===== src/rtl/mkgauss_ctrl.sv =====
// mkgauss_ctrl: batch controller for a Gaussian sampler.
// Pairs incoming 64-bit random words into r1/r2 pulses for the sampler, collects the
// sampler's signed results in a DEPTH-entry FIFO and streams them out with an index.
// A credit pool of DEPTH bounds the samples in flight plus buffered, so the FIFO never
// overflows under correct sampler behaviour.
// Ports:
//   clk, rst_n                 clock, asynchronous active-low reset
//   start, logn                begin a batch of n = 2^min(logn,10) samples
//   busy, done, err            batch active, completion pulse, sticky protocol error
//   rnd_valid/rnd/rnd_ready    random-word input handshake
//   r1_valid/r1, r2_valid/r2   one-cycle word pulses to the sampler
//   val_valid/val              sampler result
//   smp_valid/smp/smp_idx/smp_ready  sample output handshake
module mkgauss_ctrl #(
   parameter int unsigned DEPTH = 4
) (
   input  logic               clk,
   input  logic               rst_n,
   input  logic               start,
   input  logic [3:0]         logn,
   output logic               busy,
   output logic               done,
   output logic               err,
   input  logic               rnd_valid,
   input  logic [63:0]        rnd,
   output logic               rnd_ready,
   output logic               r1_valid,
   output logic [63:0]        r1,
   output logic               r2_valid,
   output logic [63:0]        r2,
   input  logic               val_valid,
   input  logic signed [31:0] val,
   output logic               smp_valid,
   output logic signed [31:0] smp,
   output logic [9:0]         smp_idx,
   input  logic               smp_ready
);

   localparam int unsigned PW = $clog2(DEPTH);
   localparam int unsigned CW = $clog2(DEPTH + 1);

   typedef enum logic [1:0] {StIdle, StRun, StDrain} state_e;

   state_e          state_q, state_d;
   logic            phase_q, phase_d;
   logic [CW-1:0]   credits_q, credits_d;
   logic [10:0]     n_q, n_d;
   logic [10:0]     issued_q, issued_d;
   logic [10:0]     received_q, received_d;
   logic [9:0]      out_q, out_d;
   logic [63:0]     r1_q, r1_d, r2_q, r2_d;
   logic            r1_valid_q, r1_valid_d, r2_valid_q, r2_valid_d;
   logic            done_q, done_d, err_q, err_d;
   logic [PW-1:0]   wr_ptr_q, wr_ptr_d, rd_ptr_q, rd_ptr_d;
   logic [CW-1:0]   count_q, count_d;
   logic signed [31:0] mem [DEPTH];

   logic busy_st, word_xfer, pop, push, fifo_full, credit_ret, credit_take;

   assign busy_st   = (state_q != StIdle);
   assign rnd_ready = (state_q == StRun) && (issued_q < n_q) &&
                      (phase_q || (credits_q != '0));
   assign word_xfer = rnd_valid & rnd_ready;
   assign smp_valid = (count_q != '0);
   assign pop       = smp_valid & smp_ready;
   assign fifo_full = (count_q == CW'(DEPTH));
   // A full FIFO can still take a push when the head leaves in the same cycle.
   assign push      = val_valid & busy_st & (~fifo_full | pop);
   // Saturate so stray sampler results can never inflate the pool past DEPTH.
   assign credit_ret  = pop & (credits_q < CW'(DEPTH));
   assign credit_take = word_xfer & ~phase_q;

   always_comb begin
      state_d    = state_q;
      phase_d    = phase_q;
      credits_d  = credits_q;
      n_d        = n_q;
      issued_d   = issued_q;
      received_d = received_q;
      out_d      = out_q;
      r1_d       = r1_q;
      r2_d       = r2_q;
      r1_valid_d = 1'b0;
      r2_valid_d = 1'b0;
      done_d     = 1'b0;
      err_d      = err_q;
      wr_ptr_d   = wr_ptr_q;
      rd_ptr_d   = rd_ptr_q;
      count_d    = count_q + CW'(push) - CW'(pop);

      if (word_xfer) begin
         if (!phase_q) begin
            r1_d       = rnd;
            r1_valid_d = 1'b1;
            phase_d    = 1'b1;
         end else begin
            r2_d       = rnd;
            r2_valid_d = 1'b1;
            phase_d    = 1'b0;
            issued_d   = issued_q + 11'd1;
         end
      end

      if (credit_ret && !credit_take) begin
         credits_d = credits_q + CW'(1);
      end else if (!credit_ret && credit_take) begin
         credits_d = credits_q - CW'(1);
      end

      if (push) begin
         wr_ptr_d   = (wr_ptr_q == PW'(DEPTH - 1)) ? '0 : wr_ptr_q + PW'(1);
         received_d = received_q + 11'd1;
      end
      if (pop) begin
         rd_ptr_d = (rd_ptr_q == PW'(DEPTH - 1)) ? '0 : rd_ptr_q + PW'(1);
         out_d    = out_q + 10'd1;
      end
      if (val_valid && !push) begin
         err_d = 1'b1;
      end

      unique case (state_q)
         StIdle: begin
            if (start) begin
               state_d    = StRun;
               n_d        = (logn > 4'd9) ? 11'd1024 : (11'd1 << logn);
               phase_d    = 1'b0;
               credits_d  = CW'(DEPTH);
               issued_d   = '0;
               received_d = '0;
               out_d      = '0;
               err_d      = val_valid;
               // Leftover results from a misbehaving sampler must not leak into a new batch.
               wr_ptr_d   = '0;
               rd_ptr_d   = '0;
               count_d    = '0;
            end
         end
         StRun: begin
            if (word_xfer && phase_q && (issued_q + 11'd1 == n_q)) begin
               state_d = StDrain;
            end
         end
         StDrain: begin
            if (pop && (11'(out_q) + 11'd1 == n_q)) begin
               state_d = StIdle;
               done_d  = 1'b1;
            end
         end
         default: state_d = StIdle;
      endcase
   end

   always_ff @(posedge clk or negedge rst_n) begin
      if (!rst_n) begin
         state_q    <= StIdle;
         phase_q    <= 1'b0;
         credits_q  <= CW'(DEPTH);
         n_q        <= 11'd1;
         issued_q   <= '0;
         received_q <= '0;
         out_q      <= '0;
         r1_q       <= '0;
         r2_q       <= '0;
         r1_valid_q <= 1'b0;
         r2_valid_q <= 1'b0;
         done_q     <= 1'b0;
         err_q      <= 1'b0;
         wr_ptr_q   <= '0;
         rd_ptr_q   <= '0;
         count_q    <= '0;
      end else begin
         state_q    <= state_d;
         phase_q    <= phase_d;
         credits_q  <= credits_d;
         n_q        <= n_d;
         issued_q   <= issued_d;
         received_q <= received_d;
         out_q      <= out_d;
         r1_q       <= r1_d;
         r2_q       <= r2_d;
         r1_valid_q <= r1_valid_d;
         r2_valid_q <= r2_valid_d;
         done_q     <= done_d;
         err_q      <= err_d;
         wr_ptr_q   <= wr_ptr_d;
         rd_ptr_q   <= rd_ptr_d;
         count_q    <= count_d;
      end
   end

   always_ff @(posedge clk) begin
      if (push) begin
         mem[wr_ptr_q] <= val;
      end
   end

   assign busy     = busy_st;
   assign done     = done_q;
   assign err      = err_q;
   assign r1       = r1_q;
   assign r2       = r2_q;
   assign r1_valid = r1_valid_q;
   assign r2_valid = r2_valid_q;
   // Head is masked when empty so the output reads 0 after reset.
   assign smp      = smp_valid ? mem[rd_ptr_q] : '0;
   assign smp_idx  = out_q;

endmodule


===== config.mk =====
export PLATFORM = sky130hd
export DESIGN_NAME = mkgauss_ctrl
export DESIGN_NICKNAME = d
export VERILOG_FILES = /design/src/rtl/mkgauss_ctrl.sv
export SDC_FILE = /design/constraint.sdc
export NUM_CORES = 1
export LEC_CHECK = 0
export CAP_MARGIN = 20
export CORE_UTILIZATION = 50
export DETAILED_ROUTE_END_ITERATION = 8
export PLACE_DENSITY = 0.86
export REMOVE_ABC_BUFFERS = 1
export SLEW_MARGIN = 20
export SYNTH_ARGS = -nofsm -noshare
export SYNTH_HDL_FRONTEND = slang
export SYNTH_SLANG_ARGS = --single-unit

===== constraint.sdc =====
create_clock -name clk -period 5.4 [get_ports clk]
set_input_delay 1.08 -clock clk [delete_from_list [all_inputs] [get_ports clk]]
set_output_delay 1.08 -clock clk [all_outputs]
set_load 0.03 [all_outputs]

==> metrics.md, run 1 <==
| Metric | Value |
|---|---|
| DRT Pass-1 Iters | `7` |
| Die X-Extent | `161.8 um` |
| Post-synthesis cell area | `12760 um2` |
| Power Density | `680.1 nW/um2` |
| CP Data Required Time | `4320 ps` |
| Via Count | `8107` |
| Final period utilization | `78.19%` |
| Clock Latency Late Sink | `550 ps` |
| Post-DP Area | `15950 um2` |
| # rows | `58` |
| Final WL | `30050 um` |
| Seq/Total Area, Yosys | `64.86%` |
| Clock Sinks | `305` |
| Post-synth top area share | `34.32%` |
| VDD IR max | `0.0005080 V` |
| XOR/XNOR Fraction of Synth Area | `2.608%` |
| Wire per inst | `20.33 um` |
| Post-synthesis mux area share | `17.52%` |
| Worst Max-Slew Pin Slew | `1021 ps` |
| Iter 0 DRT Violations | `487` |
| Number of synthesized register bits | `305` |
| Max-cap viol count | `0` |
| Setup Buffers After CTS | `0` |
| CTS Root Cell | `clkbuf_16` |
| GR Overflow Total | `0` |
| RSZ-0062 raised after global routing | `no` |
| Area leader, netlist | `dfrtp_1` |
| DPL Wire Length | `19870 um` |
| Most frequent cell after synthesis | `dfrtp_1` |
| Fin area | `17000 um2` |
| Worst Path Class, Setup | `reg -> out` |
| Compound-Gate Fraction of Synth Area | `3.216%` |
| Synth cell types | `54` |
| Post-CTS resize count | `0` |
| Final Wtd Congestion | `0.8253` |
| Worst Skew | `13.22 ps` |
| Synthesis-to-finish area growth | `33.20%` |
| Final setup violation count | `0` |
| Via/cell ratio | `5.485` |
| Setup ws final | `1178 ps` |
| Place WS | `1662 ps` |
| Hold Violations, Final | `0` |
| First-pass GRT wire length | `46860 um` |
| Full die area | `26160 um2` |
| Bufs on Longest Clock Path | `3` |
| Area occupied by multi-input gates | `4280 um2` |
| Total GRT Usage | `23.16%` |
| Storage cell area | `8277 um2` |
| # DRC | `0` |
| Fill count | `1720` |
| Core Area | `25110 um2` |
| Slew Viols, Final | `0` |
| Post-CTS Hold Fix Bufs | `0` |
| I/O Pins | `283` |
| Leakage | `6.487 nW` |
| Post-DRT Antenna Nets | `0` |
| Worst hold path type | `reg -> reg` |
| Initial core utilization | `50.82%` |
| Top cell types by occurrence after synthesis | `dfrtp_1 (175), mux2_2 (131), edfxtp_1 (128), and2_1 (41), nand2_1 (40)` |
| H-tree levels | `1` |
| CTS buffer count | `31` |
| Peak Freq | `236.8 MHz` |
| Worst slew margin | `31.91%` |
| Vias in the first global route | `8443` |
| Number of flops mapped to enable cells by yosys | `128` |
| Synth Area in Adders | `2.510%` |
| Asr flop ratio synth | `58.03%` |
| Syn_area_per_cell | `15.24 um2` |
| TNS Setup | `0 ps` |
| PortBufs | `282` |
| Critical Path Source Type | `register` |
| Die height | `161.8 um` |
| Final min period | `4222 ps` |
| Yosys warns | `0` |
| Setup crit end kind | `output port` |
| Layout cells sized above 1 | `20.35%` |
| Outcome | `finished, final reports clean` |
| Worst-path clk slew | `60 ps` |
| Synthesized netlist cell count | `837` |
| CTS tree | `done` |
| Simple-Gate Fraction of Synth Area | `7.492%` |
| Largest net degree at the start of global routing | `106` |
| Worst EP arrival | `3140 ps` |
| NumNets Final | `1253` |
| Combinational family with the most area after synthesis | `multiplexers` |
| Crit path max fanout | `27` |
| Area contributors post-synth | `dfrtp_1 (34%), edfxtp_1 (30%), mux2_2 (12%), mux4_2 (5.6%), ha_1 (2.4%)` |
| Initial antenna violation count | `2` |
| Ys flop type | `dfrtp_1` |
## critical path: stages, from the launching register on
cell and delay (ps):
dfrtp_2 930, buf_4 350, mux4_2 530, and2_1 180
clkdlybuf4s50_1 590
## placed cells by master (no fill, tap or decap), drive strengths merged, types with 7 or more instances in the layout
cell type / Yosys / layout
clkdlybuf4s50: 0 / 281
and2: 41 / 41
buf: 6 / 11
nor3: 12 / 12
o21ai: 21 / 21
edfxtp: 128 / 128
mux2: 131 / 131
ha: 24 / 24
xnor2: 26 / 26
a21oi: 19 / 19
xor2: 12 / 12
or4: 7 / 7
clkbuf: 34 / 39
nand2: 40 / 40
or3: 12 / 12
nand2b: 8 / 8
inv: 19 / 22
mux4: 32 / 32
dfrtp: 175 / 175
nor2: 26 / 26
## flip-flops by register name, indices dropped and copies added, names as in the netlist
register	count
count_q	3
credits_q	3
done	1
err	1
issued_q	11
mem	128
n_q	11
phase_q	1
r1	64
r1_valid	1
r2	64
r2_valid	1
rd_ptr_q	2
smp_idx	10
state_q	2
wr_ptr_q	2
## path summary, 6_finish.rpt
| path | from | to | slack (ps) | depth (start not counted) |
|---|---|---|---|---|
| worst min-delay path | r2[57] | r2[57] | 500 | 1 |
| worst max register to register | n_q[6] | r1[53] | 1780 | 10 |
| worst min register to register | r2[57] | r2[57] | 500 | 1 |
| max in group asynchronous | rst_n | r2[4] | 3820 | 2 |
| min in group asynchronous | rst_n | smp_idx[9] | 550 | 1 |
| worst max-delay path | rd_ptr_q[0] | smp[26] | 1180 | 4 |
## cells by family (layout without fill, tap and decap cells)
group                      Yosys count  count (layout)
muxes                              167             167
other                                0               3
xor gates and xnor gates            38              38
buffers and inverters               59             367
AOI/OAI and AO/OA                   65              65
DFF                                305             305
and+or+nand+nor                    178             178
adders and majority gates           25              25
## layer usage
metal	track usage (%)	share of wire, %
met5	0	0
met4	5.617	2.2
met3	6.793	8.7
met2	38.91	49
met1	29.64	40
## cell type report
cell class | instances | area share (%)
Clock inverter | 17 | 1.178
Tap cell | 330 | 2.429
Sequential cell | 305 | 48.70
Inverter | 19 | 0.4196
Clock buffer | 39 | 4.918
Antenna cell | 3 | 0.04417
Timing Repair Buffer | 292 | 17.13
Multi-Input combinational cell | 473 | 25.18
## through the flow
| stage | instances | hold slack [ps] | utilization [%] | total power [W] |
|---|---|---|---|---|
| floorplan | 797 | 473.2 | - | 0.007205 |
| global placement | 1419 | 467.5 | 63.53 | 0.009249 |
| detailed placement | 1419 | 494.3 | 63.53 | 0.009410 |
| CTS | 1475 | 507.7 | 67.66 | 0.01167 |
| global route | 1477 | 512.1 | 67.68 | 0.01212 |
| finish | 1478 | 503.9 | 67.69 | 0.01156 |
## report_power, final
part / switching, W / internal (W)
registers: 0.000577 / 0.00328
logic: 0.00297 / 0.00257
clock network: 0.000877 / 0.00129
No activity file was read; power rests on OpenSTA's default activity.
==> run 2: changes to the inputs <==
--- a/config.mk
+++ b/config.mk
@@ -6,9 +6,9 @@
 export NUM_CORES = 1
 export LEC_CHECK = 0
 export CAP_MARGIN = 20
-export CORE_UTILIZATION = 50
+export CORE_UTILIZATION = 46
 export DETAILED_ROUTE_END_ITERATION = 8
-export PLACE_DENSITY = 0.86
+export PLACE_DENSITY = 0.84
 export REMOVE_ABC_BUFFERS = 1
 export SLEW_MARGIN = 20
 export SYNTH_ARGS = -nofsm -noshare
==> constraint.sdc (replaced) <==
create_clock -name clk -period 3.6 [get_ports clk]
set_input_delay 0.72 -clock clk [delete_from_list [all_inputs] [get_ports clk]]
set_output_delay 0.72 -clock clk [all_outputs]
set_load 0.03 [all_outputs]
==> run 2 against run 1 <==
- register-to-register slack got worse by 1400 ps
- largest power group unchanged
- sequential power increased by 47%
- largest cell class unchanged
- worst setup slack got worse by 1100 ps
==> metrics.md, run 2 (same netlist as run 1, synthesis figures left out) <==
| Metric | Value |
|---|---|
| Die height | `168.6 um` |
| Initial antenna violation count | `0` |
| Vias in the first global route | `8503` |
| Crit Reg-Reg Endpoint | `state_q[1]` |
| GR Overflow Total | `0` |
| Worst R2R Path Depth | `13` |
| Setup Buffers After CTS | `0` |
| Full die area | `28410 um2` |
| Via Count | `8032` |
| Worst slew margin | `43.46%` |
| Leakage | `6.561 nW` |
| # DRC | `0` |
| Hold Violations, Final | `0` |
| DRT Pass-1 Iters | `5` |
| VDD IR max | `0.0006480 V` |
| Post-DRT Antenna Nets | `0` |
| Final period utilization | `96.79%` |
| Outcome | `finished, final reports clean` |
| Bufs on Longest Clock Path | `3` |
| Total GRT Usage | `20.86%` |
| Final WL | `29380 um` |
| Worst Skew | `7.597 ps` |
| Iter 0 DRT Violations | `418` |
| Setup crit end kind | `output port` |
| Via/cell ratio | `5.263` |
| Setup ws final | `115.4 ps` |
| Most frequent cells in the layout | `clkdlybuf4s50_1 (280), dfrtp_1 (174), mux2_2 (131)` |
| I/O Pins | `283` |
| Post-CTS resize count | `1` |
| CTS tree | `done` |
| Clock Latency Late Sink | `550 ps` |
| Final setup violation count | `0` |
| Max-cap viol count | `0` |
| Wire per inst | `19.25 um` |
| Worst hold path type | `in -> async` |
| Power Density | `1014 nW/um2` |
| First-pass GRT wire length | `46580 um` |
| Slew Viols, Final | `0` |
| RSZ-0062 raised after global routing | `no` |
| CTS buffer count | `31` |
| Worst Path Class, Setup | `reg -> out` |
| Final Wtd Congestion | `0.8531` |
| R2r setup slk | `390 ps` |
| Fill count | `1973` |
| PortBufs | `282` |
| Core Area | `27100 um2` |
| Worst EP arrival | `2760 ps` |
| NumNets Final | `1261` |
| DPL Wire Length | `19790 um` |
| Final min period | `3485 ps` |
| Reg2Reg Launch Point | `n_q[6]` |
| Layout cells sized above 1 | `21.23%` |
| Ant. Diodes | `0` |
| H-tree levels | `1` |
| Die X-Extent | `168.6 um` |
| Clock Sinks | `305` |
| Crit path max fanout | `7` |
| Top reg by flops | `mem` |
| Largest net degree at the start of global routing | `71` |
| CTS Root Cell | `clkbuf_16` |
| Place WS | `425.9 ps` |
| Post-CTS Hold Fix Bufs | `0` |
| Initial core utilization | `47.08%` |
| # rows | `60` |
| Largest register FFs | `128` |
| Worst Max-Slew Pin Slew | `841.6 ps` |
| Worst-path clk slew | `60 ps` |
| TNS Setup | `0 ps` |
| CP Data Required Time | `2880 ps` |
| Peak Freq | `287.0 MHz` |
| Most common cell after layout, fill and taps aside | `clkdlybuf4s50_1` |
| Synthesis-to-finish area growth | `34.50%` |
| Critical Path Source Type | `register` |
run 2: worst max-delay path by stage:
stage,from,to,cells past startpoint
2_1_floorplan,n_q[5],state_q[1],13
3_3_place_gp,n_q[6],rnd_ready,7
3_5_place_dp,n_q[6],rnd_ready,7
4_1_cts,rd_ptr_q[0],smp[18],4
5_1_grt,n_q[6],rnd_ready,7
6_report,n_q[6],rnd_ready,7
run 2: layout make-up:
class / instances / area (um2) / share of cell area (%)
clock buffer: 40 / 853.3 / 4.972
multi-input combinational: 473 / 4270 / 24.88
timing repair buffer: 300 / 3022 / 17.61
inverter: 19 / 71.32 / 0.4156
sequential: 305 / 8279 / 48.24
clock inverter: 17 / 200.2 / 1.167
tap: 372 / 465.4 / 2.712
run 2: metal layers:
metal,GRT usage (%),wire length [um],vias to the layer above
met5,0,0,-
met2,34.76,14180,314
met4,5.217,601,0
met1,26.17,11730,4007
met3,7.084,2872,51
li1,-,-,3660
run 2: worst max-delay path: stages (launching register included):
cell and delay [ps]:
dfrtp_1 480, inv_1 120, ha_1 330, and3_1 170
a221oi_2 240, a21oi_2 140, nor3_1 320, clkdlybuf4s15_1 420
run 2: power by group:
part	internal (W)	switching, W
clock	0.00196	0.00132
sequential	0.00492	0.000754
combinational	0.00391	0.00454
total	0.0108	0.00661
run 2: stage by stage:
stage	hold slack (ps)	cell area [um2]	power [W]	util, %	cells
after global placement	451.7	16110	0.01402	59.43	1469
after global routing	199.5	17160	0.01826	63.32	1526
after detailed placement	459.9	16110	0.01420	59.43	1469
final	143.7	17160	0.01740	63.32	1526
after floorplan	424.4	12600	0.01081	-	797
after CTS	179.0	17160	0.01758	63.31	1526
